--- src/rtl/bus_pkg.sv ---
// Shared select-code definitions for the bus source multiplexer.
// Codes above ACC_SEL are idle: no source is driven onto the bus.
package bus_pkg;

    typedef logic [3:0] sel_t;

    localparam sel_t DATAMEM_SEL = 4'd0;
    localparam sel_t R_SEL       = 4'd1;
    localparam sel_t IR_SEL      = 4'd2;
    localparam sel_t RL_SEL      = 4'd3;
    localparam sel_t RC_SEL      = 4'd4;
    localparam sel_t RP_SEL      = 4'd5;
    localparam sel_t RQ_SEL      = 4'd6;
    localparam sel_t R1_SEL      = 4'd7;
    localparam sel_t ACC_SEL     = 4'd8;

endpackage

--- src/rtl/bus_src_mux.sv ---
// Combinational source decode for the bus: picks the next bus value and its valid flag.
// IR is zero-extended into the upper bits; INS_WIDTH must not exceed MEM_WIDTH.
module bus_src_mux
    import bus_pkg::*;
#(
    parameter int MEM_WIDTH = 12,
    parameter int INS_WIDTH = 8
) (
    input  sel_t                 selectIn,
    input  logic [MEM_WIDTH-1:0] DataMem,
    input  logic [MEM_WIDTH-1:0] R,
    input  logic [INS_WIDTH-1:0] IR,
    input  logic [MEM_WIDTH-1:0] RL,
    input  logic [MEM_WIDTH-1:0] RC,
    input  logic [MEM_WIDTH-1:0] RP,
    input  logic [MEM_WIDTH-1:0] RQ,
    input  logic [MEM_WIDTH-1:0] R1,
    input  logic [MEM_WIDTH-1:0] ACC,
    output logic [MEM_WIDTH-1:0] o_next,
    output logic                 o_valid
);

    logic [MEM_WIDTH-1:0] w_irExt;

    assign w_irExt = MEM_WIDTH'(IR);

    // Unknown or out-of-range codes fall through to the idle default.
    always_comb begin
        o_next  = '0;
        o_valid = 1'b1;
        case (selectIn)
            DATAMEM_SEL: o_next = DataMem;
            R_SEL:       o_next = R;
            IR_SEL:      o_next = w_irExt;
            RL_SEL:      o_next = RL;
            RC_SEL:      o_next = RC;
            RP_SEL:      o_next = RP;
            RQ_SEL:      o_next = RQ;
            R1_SEL:      o_next = R1;
            ACC_SEL:     o_next = ACC;
            default: begin
                o_next  = '0;
                o_valid = 1'b0;
            end
        endcase
    end

endmodule

--- src/rtl/bus.sv ---
// Registered system bus: one-cycle latency from select/source sampling to busOut.
// Define BUS_IDLE_HOLD_EN to keep the last bus value on idle codes instead of zero.
module bus
    import bus_pkg::*;
#(
    parameter int MEM_WIDTH = 12,
    parameter int INS_WIDTH = 8
) (
    input  logic                 clk,
    input  logic                 rst_n,
    input  logic [3:0]           selectIn,
    input  logic [MEM_WIDTH-1:0] DataMem,
    input  logic [MEM_WIDTH-1:0] R,
    input  logic [INS_WIDTH-1:0] IR,
    input  logic [MEM_WIDTH-1:0] RL,
    input  logic [MEM_WIDTH-1:0] RC,
    input  logic [MEM_WIDTH-1:0] RP,
    input  logic [MEM_WIDTH-1:0] RQ,
    input  logic [MEM_WIDTH-1:0] R1,
    input  logic [MEM_WIDTH-1:0] ACC,
    output logic [MEM_WIDTH-1:0] busOut,
    output logic                 busValid
);

    logic [MEM_WIDTH-1:0] w_next;
    logic                 w_valid;
    logic [MEM_WIDTH-1:0] r_busOut;
    logic                 r_busValid;

    bus_src_mux #(
        .MEM_WIDTH(MEM_WIDTH),
        .INS_WIDTH(INS_WIDTH)
    ) u_srcMux (
        .selectIn(selectIn),
        .DataMem (DataMem),
        .R       (R),
        .IR      (IR),
        .RL      (RL),
        .RC      (RC),
        .RP      (RP),
        .RQ      (RQ),
        .R1      (R1),
        .ACC     (ACC),
        .o_next  (w_next),
        .o_valid (w_valid)
    );

    always_ff @(posedge clk) begin
        if (!rst_n) begin
            r_busOut   <= '0;
            r_busValid <= 1'b0;
        end else begin
            r_busValid <= w_valid;
`ifdef BUS_IDLE_HOLD_EN
            if (w_valid) begin
                r_busOut <= w_next;
            end
`else
            r_busOut <= w_next;
`endif
        end
    end

    assign busOut   = r_busOut;
    assign busValid = r_busValid;

endmodule

--- config.mk ---
export PLATFORM = sky130hd
export DESIGN_NAME = bus
export DESIGN_NICKNAME = d
export VERILOG_FILES = /design/src/rtl/bus_pkg.sv /design/src/rtl/bus_src_mux.sv /design/src/rtl/bus.sv
export SDC_FILE = /design/constraint.sdc
export NUM_CORES = 1
export LEC_CHECK = 0
export BUFFER_PORTS_ARGS = -buffer_cell sky130_fd_sc_hd__buf_2
export CORE_ASPECT_RATIO = 1.2
export CORE_MARGIN = 1.5
export CORE_UTILIZATION = 40
export CTS_CLUSTER_DIAMETER = 80
export DETAILED_ROUTE_END_ITERATION = 12
export HOLD_SLACK_MARGIN = 0.15
export PLACE_DENSITY = 0.93
export SYNTH_ARGS = -nofsm -noshare
export SYNTH_HDL_FRONTEND = slang
export SYNTH_SLANG_ARGS = --single-unit
--- constraint.sdc ---
create_clock -name clk -period 2.5 [get_ports clk]
set_clock_uncertainty 0.2 [all_clocks]
set_input_delay 0.25 -clock clk [delete_from_list [all_inputs] [get_ports clk]]
set_output_delay 0.25 -clock clk [all_outputs]
set_load 0.02 [all_outputs]
==> results_dict.tcl <==
set metrics [dict create \
    yosysWarnings 0 \
    post-route-period-util_pct 88.9 \
    nNetsFinal 394 \
    grt_antenna_before_repair 0 \
    synth_area_leaders "dfxtp_1 20%, a22o_1 11%, a22oi_1 7.0%" \
    vias 1817 \
    synth_cell_types 40 \
    hold_viol 0 \
    synth_top_area_share_pct 20.2 \
    area_growth_syn_to_layout_pct 58.9 \
    grt_max_degree 26 \
    drc_errors 0 \
    synthCells 152 \
    core_mm2 0.00306 \
    syn_nets 262 \
    worst_ep_required_time_ns 2.54 \
    clk_pin_slew_ns 0.09 \
    io_buffer_count 122 \
    leakage_uw 0.00102 \
    drt-total-wl_um 5080 \
    regArea_um2 260 \
    hpwl_um 3910 \
    status "finished, final reports clean" \
    cellPowerDensity_mw_per_mm2 310 \
    cts-root-buf "clkbuf_4" \
    drive_above_1_share_pct 49.5 \
    fmax_mhz 450 \
    gp_congestion 0.851 \
    avgRoutedWirePerCell_um 15.9 \
    drt_pass1_iterations 4 \
    synth_edf_count 0 \
    mostFrequentLayoutCell "buf_2" \
    yosysSeqAreaShare_pct 20.2 \
    fin_area_mm2 0.00205 \
    die_area_mm2 0.00357 \
    path_max_fanout 25 \
    io_pins 123 \
    gr-total-overflow 0 \
    most-common-layout-cells "122 x buf_2, 16 x a22o_1, 13 x dfxtp_1, 13 x dlygate4sd3_1, 12 x a22oi_1" \
    peakVddDrop_mv 0.241 \
    path_cells "buf_2 -> nor3_1 -> o21ai_2 -> inv_1 -> o21a_1 -> dlygate4sd3_1" \
    start_kind "input port" \
    tightestPinTransition_ns 0.663 \
    finalPower_uw 635 \
    crit_path_max_incr_delay_ns 0.61 \
    rsz0062_at_grt "false" \
    async_reset_ff_share_pct 0 \
    grt_pass1_wl_um 7320 \
    cp.arrival_ns 2.26 \
    syn_area_mm2 0.00129 \
    num_rows 22 \
    track_usage_pct 27.5 \
    drtAntennaViolNets 0 \
    placed_cell_area_mm2 0.00189 \
    die_w_um 54.8 \
    n_antenna_cell 0 \
    viasPerCell 5.70 \
    avgSynthCellArea_um2 8.48 \
    yosys_most_used_dff "dfxtp_1" \
    drt_iter0_markers 83 \
    clk_path_buf_depth 2 \
    setup_tns_ns 0 \
    fillers 261 \
    maxSlewViolCount 0 \
    maxSlewHeadroom_pct 55.4 \
    crit_path_top_delay_cell "nor3_1" \
    path_class "input port to register" \
    grt_pass1_vias 1722 \
    synth_top_area_cell "dfxtp_1" \
    hp-class "input port to register" \
    cts.htree.levels 1 \
    synth_seq_cells 13 \
    tritoncts "built" \
    cp-end-kind "register" \
    die_y_um 65.2 \
    multi_input_area_um2 946 \
    cts_num_sinks 13 \
    cap_violations 0 \
    setup_violations 0 \
    start_util_pct 42.2 \
    numCtsBuffers 3 \
    period_needed_ns 2.22 \
]
-- flip-flops by register name, summed over array words and instances (netlist names) --
signal / cells
busOut: 12
busValid: 1
-- metal layers --
metal / global-route usage (%) / routed length [µm] / vias to the layer above
li1: - / - / 877
met1: 32.1 / 1920 / 811
met2: 48.4 / 2620 / 114
met3: 2.95 / 420 / 15
met4: 11.6 / 127 / 0
met5: 0 / 0 / -
-- repair_timing --
action,4_1_cts,5_1_grt
buffers inserted,0,0
hold endpoints to repair,9,0
hold buffers,13,0
endpoints found under the setup margin,0,2
gates resized for setup,0,1
-- final timing paths --
kind	slack, ns	endpoint	start	cells past startpoint
worst max-delay path	0.28	busOut[0]	selectIn[1]	6
worst min-delay path	0.14	busOut[10]	R[10]	4
-- stage by stage --
step	std cells	utilization [%]	setup slack (ns)	hold slack, ns
floorplan	152	-	0.961	0.210
global placement	302	61.8	0.420	0.326
detailed placement	302	61.8	0.353	0.325
CTS	319	66.9	0.110	0.150
global route	319	67.0	0.175	0.164
finish	319	67.0	0.279	0.142
-- synthesized netlist by cell type, drive strengths merged, types with 5 or more instances --
master / number
nand2: 7
a31oi: 5
a22o: 16
a21oi: 8
nor2b: 5
mux2i: 5
mux2: 10
dfxtp: 13
and3: 5
a32oi: 8
a22oi: 12
buf: 11
nor2: 10
-- power breakdown --
part	internal, µW	total [µW]	switching [µW]	leakage, µW
Combinational	144	272	128	0.000899
Sequential	217	219	2.87	0.000106
Clock	62.2	143	80.5	0.0000150
-- worst max-delay path: cells and delay by family --
family                 cells  cell delay [ns]
AO/OA/AOI/OAI              2             0.41
buffers and inverters      3             0.98
AND/OR/NAND/NOR            1             0.61
-- cell type report --
type,instances,area share (%)
multi-input cells,126,46.2
well taps,36,2.20
clock buffers,4,1.28
inverters,2,0.367
flip-flops and latches,13,12.7
repair buffers,138,37.3
-- cell families (layout without fill, tap and decap cells) --
| family | Yosys count | in the layout | synth area share, % |
|---|---|---|---|
| simple gates | 45 | 45 | 19.6 |
| compound gates | 66 | 66 | 40.3 |
| flops | 13 | 13 | 20.2 |
| mux | 15 | 15 | 13.2 |
| buf+inv | 13 | 144 | 6.70 |
(Power assumes the default switching activity.)
